===== src/rtl/imem_loader_if.sv =====
// rtl/imem_loader_if.sv - byte-stream, instruction-memory write and status signals of the loader
interface imem_loader_if #(
  parameter int ADDR_W = 4
);
  logic              start;
  logic              byte_valid;
  logic [7:0]        byte_data;
  logic              byte_ready;
  logic              im_we;
  logic [ADDR_W-1:0] im_waddr;
  logic [31:0]       im_wdata;
  logic              cpu_hold;
  logic              done;
  logic [1:0]        err;
  logic [ADDR_W:0]   word_cnt;

  modport slave (
    input  start, byte_valid, byte_data,
    output byte_ready, im_we, im_waddr, im_wdata, cpu_hold, done, err, word_cnt
  );

  modport master (
    output start, byte_valid, byte_data,
    input  byte_ready, im_we, im_waddr, im_wdata, cpu_hold, done, err, word_cnt
  );
endinterface


===== src/rtl/imem_loader.sv =====
// rtl/imem_loader.sv - loads length-prefixed, XOR-checksummed little-endian words into instruction memory
// Stream format: length byte, 4*length data bytes, checksum byte (XOR of all data bytes).
module imem_loader #(
  parameter int ADDR_W    = 4,
  parameter int MAX_WORDS = 16
) (
  input  logic             clk_i,
  input  logic             rstn_i,
  imem_loader_if.slave     bus
);
  localparam int         CNT_W   = ADDR_W + 1;
  localparam logic [8:0] MAX_LEN = 9'(MAX_WORDS);

  typedef enum logic [2:0] {
    S_IDLE, S_LEN, S_DATA, S_WRITE, S_CSUM, S_DONE, S_ERR
  } state_e;

  state_e            state_q, state_d;
  logic [CNT_W-1:0]  cnt_q, cnt_d;
  logic [CNT_W-1:0]  len_q, len_d;
  logic [1:0]        idx_q, idx_d;
  logic [7:0]        csum_q, csum_d;
  logic [31:0]       wdata_q, wdata_d;
  logic [ADDR_W-1:0] waddr_q, waddr_d;
  logic              done_q, done_d;
  logic [1:0]        err_q, err_d;

  logic ready, we, hold;
  logic accept, len_bad, last_word, csum_ok, session_start;

  assign accept        = bus.byte_valid && ready;
  assign len_bad       = (bus.byte_data == 8'd0) || ({1'b0, bus.byte_data} > MAX_LEN);
  assign last_word     = (cnt_q + CNT_W'(1)) == len_q;
  assign csum_ok       = bus.byte_data == csum_q;
  assign session_start = bus.start &&
                         (state_q == S_IDLE || state_q == S_DONE || state_q == S_ERR);

  always_ff @(posedge clk_i or negedge rstn_i) begin
    if (!rstn_i) state_q <= S_IDLE;
    else         state_q <= state_d;
  end

  always_comb begin
    state_d = state_q;
    case (state_q)
      S_IDLE, S_DONE, S_ERR: if (bus.start) state_d = S_LEN;
      S_LEN:   if (accept) state_d = len_bad ? S_ERR : S_DATA;
      S_DATA:  if (accept && idx_q == 2'd3) state_d = S_WRITE;
      S_WRITE: state_d = last_word ? S_CSUM : S_DATA;
      S_CSUM:  if (accept) state_d = csum_ok ? S_DONE : S_ERR;
      default: state_d = S_IDLE;
    endcase
  end

  always_comb begin
    ready = 1'b0;
    we    = 1'b0;
    hold  = 1'b1;
    case (state_q)
      S_LEN, S_DATA, S_CSUM: ready = 1'b1;
      S_WRITE:               we    = 1'b1;
      S_IDLE, S_DONE:        hold  = 1'b0;
      default:               ;
    endcase
  end

  // Write address is captured with byte 3 so it always names the word being written, never len.
  always_comb begin
    cnt_d   = cnt_q;
    len_d   = len_q;
    idx_d   = idx_q;
    csum_d  = csum_q;
    wdata_d = wdata_q;
    waddr_d = waddr_q;
    done_d  = done_q;
    err_d   = err_q;
    if (session_start) begin
      cnt_d  = '0;
      idx_d  = '0;
      csum_d = '0;
      done_d = 1'b0;
      err_d  = 2'b00;
    end
    case (state_q)
      S_LEN: if (accept) begin
        if (len_bad) err_d = 2'b01;
        else         len_d = CNT_W'(bus.byte_data);
      end
      S_DATA: if (accept) begin
        wdata_d[{idx_q, 3'b000} +: 8] = bus.byte_data;
        csum_d = csum_q ^ bus.byte_data;
        idx_d  = idx_q + 2'd1;
        if (idx_q == 2'd3) waddr_d = cnt_q[ADDR_W-1:0];
      end
      S_WRITE: begin
        cnt_d = cnt_q + CNT_W'(1);
        idx_d = '0;
      end
      S_CSUM: if (accept) begin
        if (csum_ok) done_d = 1'b1;
        else         err_d  = 2'b10;
      end
      default: ;
    endcase
  end

  always_ff @(posedge clk_i or negedge rstn_i) begin
    if (!rstn_i) begin
      cnt_q   <= '0;
      len_q   <= '0;
      idx_q   <= '0;
      csum_q  <= '0;
      wdata_q <= '0;
      waddr_q <= '0;
      done_q  <= 1'b0;
      err_q   <= 2'b00;
    end else begin
      cnt_q   <= cnt_d;
      len_q   <= len_d;
      idx_q   <= idx_d;
      csum_q  <= csum_d;
      wdata_q <= wdata_d;
      waddr_q <= waddr_d;
      done_q  <= done_d;
      err_q   <= err_d;
    end
  end

  assign bus.byte_ready = ready;
  assign bus.im_we      = we;
  assign bus.im_waddr   = waddr_q;
  assign bus.im_wdata   = wdata_q;
  assign bus.cpu_hold   = hold;
  assign bus.done       = done_q;
  assign bus.err        = err_q;
  assign bus.word_cnt   = cnt_q;
endmodule


===== src/flat_wrapper.sv =====
// flat-port wrapper written by rule: the top's interface ports become plain ports
module imem_loader_flat 
#(
  parameter int ADDR_W    = 4,
  parameter int MAX_WORDS = 16
)
  (clk_i, rstn_i, bus_start, bus_byte_valid, bus_byte_data, bus_byte_ready, bus_im_we, bus_im_waddr, bus_im_wdata, bus_cpu_hold, bus_done, bus_err, bus_word_cnt);
  imem_loader_if #(.ADDR_W(ADDR_W)) bus_i ();
  input  logic clk_i;
  input  logic rstn_i;
  input wire logic [$bits(bus_i.start)-1:0] bus_start;
  input wire logic [$bits(bus_i.byte_valid)-1:0] bus_byte_valid;
  input wire logic [$bits(bus_i.byte_data)-1:0] bus_byte_data;
  output wire logic [$bits(bus_i.byte_ready)-1:0] bus_byte_ready;
  output wire logic [$bits(bus_i.im_we)-1:0] bus_im_we;
  output wire logic [$bits(bus_i.im_waddr)-1:0] bus_im_waddr;
  output wire logic [$bits(bus_i.im_wdata)-1:0] bus_im_wdata;
  output wire logic [$bits(bus_i.cpu_hold)-1:0] bus_cpu_hold;
  output wire logic [$bits(bus_i.done)-1:0] bus_done;
  output wire logic [$bits(bus_i.err)-1:0] bus_err;
  output wire logic [$bits(bus_i.word_cnt)-1:0] bus_word_cnt;
  assign bus_i.start = bus_start;
  assign bus_i.byte_valid = bus_byte_valid;
  assign bus_i.byte_data = bus_byte_data;
  assign bus_byte_ready = bus_i.byte_ready;
  assign bus_im_we = bus_i.im_we;
  assign bus_im_waddr = bus_i.im_waddr;
  assign bus_im_wdata = bus_i.im_wdata;
  assign bus_cpu_hold = bus_i.cpu_hold;
  assign bus_done = bus_i.done;
  assign bus_err = bus_i.err;
  assign bus_word_cnt = bus_i.word_cnt;
  imem_loader #(.ADDR_W(ADDR_W), .MAX_WORDS(MAX_WORDS)) u_core (.clk_i(clk_i), .rstn_i(rstn_i), .bus(bus_i));
endmodule

===== config.mk =====
export PLATFORM = sky130hd
export DESIGN_NAME = imem_loader_flat
export DESIGN_NICKNAME = d
export VERILOG_FILES = /design/src/rtl/imem_loader_if.sv /design/src/rtl/imem_loader.sv /design/src/flat_wrapper.sv
export SDC_FILE = /design/constraint.sdc
export NUM_CORES = 1
export LEC_CHECK = 0
export ABC_AREA = 1
export CORE_AREA = 2 2 80 82
export CTS_BUF_LIST = sky130_fd_sc_hd__clkbuf_8
export CTS_CLUSTER_SIZE = 10
export DETAILED_ROUTE_END_ITERATION = 12
export DIE_AREA = 0 0 82 84
export GPL_ROUTABILITY_DRIVEN = 0
export GPL_TIMING_DRIVEN = 0
export PLACE_DENSITY = 0.81
export SLEW_MARGIN = 20
export SYNTH_ARGS = -nofsm -noshare
export SYNTH_HDL_FRONTEND = slang
export SYNTH_SLANG_ARGS = --single-unit

===== constraint.sdc =====
create_clock -name clk_i -period 2.08 [get_ports clk_i]
set_input_delay 0.52 -clock clk_i [delete_from_list [all_inputs] [get_ports clk_i]]
set_output_delay 0.52 -clock clk_i [all_outputs]
set_load 0.005 [all_outputs]

==> metrics.cfg <==
[global_route]
grt_pass1_wl_mm = 13.6
grt_max_degree = 38
antenna_found_initial = 0
grt_overflow_total = 0
track_usage_pct = 25.5
grt_pass1_vias = 2943

[clock_tree]
cts.hold.buffers_added = 0
clockBufferDepth = 2
cts.sinks = 62
cts_root_buffer = clkbuf_8
path_clk_slew_ns = 0.07
cts_tree = done
clock_latency_ns = 0.34
cts_buffers = 9
htree_num_levels = 3

[final_layout]
fin_util_pct = 69.2
layout.nets = 500
syn_to_final_growth_pct = 32.9
multi_input_area_mm2 = 0.00141
seqCellArea_mm2 = 0.00156
drive_gt1_share_pct = 13.2
fillCellCount = 469
n_antenna_cell = 0

[power]
finalPower_mw = 5.26
power_leakage_nw = 2.06
max-vdd-ir-drop_mv = 0.736
cellPowerDensity_mw_per_mm2 = 1250

[critical_path]
endpoint_kind = output pin
cp_top_family = buffers and inverters
critPathBufInv = 4
cp.arrival_ns = 1.48
crit_chain = inv_4, buf_4, nor2_4, inv_1, nand3_2, dlygate4sd2_1
crit_type = reg -> out
cpMaxStageDelayCell = dfrtp_1
max_stage_delay_ns = 0.43
path_max_fanout = 5
required_ns = 1.56
start_kind = flop

[synth]
yosys.cell_types.count = 28
syn_inst = 401
synthesis.nets = 419
synth_top_area_share_pct = 48.9
seq_area_frac_synth_pct = 48.9
async_flop_share_pct = 100
synth_ff_type = dfrtp_1
synth_edf_count = 0
synth_warnings = 0
ys_ff_latch = 62
synth.top_cells.by_count = 115 x nand2_1, 62 x dfrtp_1, 51 x nand3_1, 44 x o21ai_1, 39 x inv_1
synth.area.top_cells = dfrtp_1 49%, nand2_1 14%, nand3_1 8.0%
synth_top_area_cell = dfrtp_1
synth_area_mm2 = 0.00317
yosysMostFrequentCell = nand2_1
avgSynthCellArea_um2 = 7.91

[sta]
drv_slew = 0
finalHoldViolations = 0
tightest_slew_ns = 0.423
max_freq_ghz = 0.500
rsz0062_at_grt = false
post-route-min-period_ns = 2.00
setup_viol = 0
slew_headroom_pct = 71.8
finClkSkew_ns = 0.00444
finalCritPeriodShare_pct = 96.2
fin_setup_tns_ns = 0

[detailed_routing]
vias_per_cell = 5.42
antenna_left = 0
routed_wl_mm = 8.02
wl_per_cell_um = 14.3
via_count = 3046
dr.pass1.iters = 5
drt_iter0_drc = 227
drc = 0

[run]
maxCapViolCount = 0

[placement]
hpwl_mm = 5.77
portBuffers = 58

[floorplanning]
num_rows = 29
initial_utilization_pct = 52.1
die_h_um = 84
core-area_mm2 = 0.00610
io_pins = 59
dieWidth_um = 82
die_area_mm2 = 0.00689

[status]
status = complete, no violations

[hold_path]
hold_class = in -> async

-- cells in the final DEF, fill, tap and decap left out, types with 2 or more instances in the layout --
master             n
nor2_1            15
inv_4              2
o22ai_1            4
nor2_4             6
clkbuf_8          10
buf_6              5
dlygate4sd2_1      2
ha_1               6
dfrtp_1           59
inv_1             38
nand2_1          114
clkinvlp_4         2
nand3_1           48
nand2_2            4
a21oi_1            3
nand4_1           12
dfrtp_2            3
buf_2              2
o21ai_0           14
buf_4             14
clkbuf_1           2
clkdlybuf4s50_1   54
nor2_2             3
bufinv_16          2
nand3_2            2
inv_2              4
o21ai_1           44
-- final timing paths --
check	slack [ns]	to	from	cells after the start
hold reg to reg	0.49	u_core.bus.im_wdata[30]	u_core.bus.im_wdata[30]	2
setup / recovery	0.08	bus_byte_ready	u_core.state_q[2]	6
max in group asynchronous	1.48	u_core.state_q[0]	rstn_i	2
min in group clk_i	0.49	u_core.bus.im_wdata[30]	u_core.bus.im_wdata[30]	2
setup reg to reg	0.24	u_core.bus.im_wdata[17]	u_core.idx_q[0]	7
hold / removal	0.08	u_core.bus.im_wdata[9]	rstn_i	1
-- final cells by class --
cell class / count / area share [%]
plain buffers: 10 / 1.84
clock buffers: 10 / 3.26
clock inverters: 4 / 1.72
inverters: 45 / 4.21
multi-input cells: 283 / 33.4
flip-flops and latches: 62 / 36.9
well taps: 77 / 2.28
repair buffers: 71 / 16.4
-- stage by stage --
| stage | worst slack [ns] | std cells | hold slack (ns) | area (um^2) |
|---|---|---|---|---|
| floorplan | 0.156 | 401 | 0.224 | 3170 |
| global placement | -1.47 | 536 | 0.470 | 3850 |
| detailed placement | -0.224 | 537 | 0.448 | 3870 |
| CTS | 0.00250 | 559 | 0.0893 | 4180 |
| global route | 0.00851 | 562 | 0.0932 | 4220 |
| finish | 0.0786 | 562 | 0.0815 | 4220 |
-- report_power, final --
group          switching (mW)  total (mW)  internal, mW
clock network           0.458        1.15         0.691
logic                    1.40        2.35         0.949
registers               0.254        1.76          1.50
-- timing repair --
item / in CTS / in global routing
endpoints found under the setup margin: 11 / 24
resized for setup: 13 / 6
pin swaps: 1 / 1
hold endpoints to repair: 0 / 0
setup buffers: 9 / 3
-- flip-flops by register name (all words and copies together), names as in the netlist --
name / cells
u_core.state_q: 3
u_core.bus.im_waddr: 4
u_core.idx_q: 2
u_core.len_q: 5
u_core.bus.done: 1
u_core.bus.im_wdata: 32
u_core.bus.word_cnt: 5
u_core.bus.err: 2
u_core.csum_q: 8
-- per-layer routing --
metal	routed length [um]	up-vias	track usage, %
met5	0	-	0
met4	223	0	11.5
met3	379	22	4.65
met2	3860	107	39.5
met1	3550	1431	34.3
li1	-	1486	-
-- kinds of logic (layout without fill, tap and decap cells) --
kind of cell | after synthesis | after routing | synth area share [%]
flip-flops | 62 | 62 | 48.9
AND/OR/NAND/NOR | 208 | 208 | 29.4
AO/OA/AOI/OAI | 69 | 69 | 11.4
buffers and inverters | 56 | 140 | 7.96
adder cells (fa/ha/maj) | 6 | 6 | 2.37
Note: power is estimated with default switching activity, not from simulation.
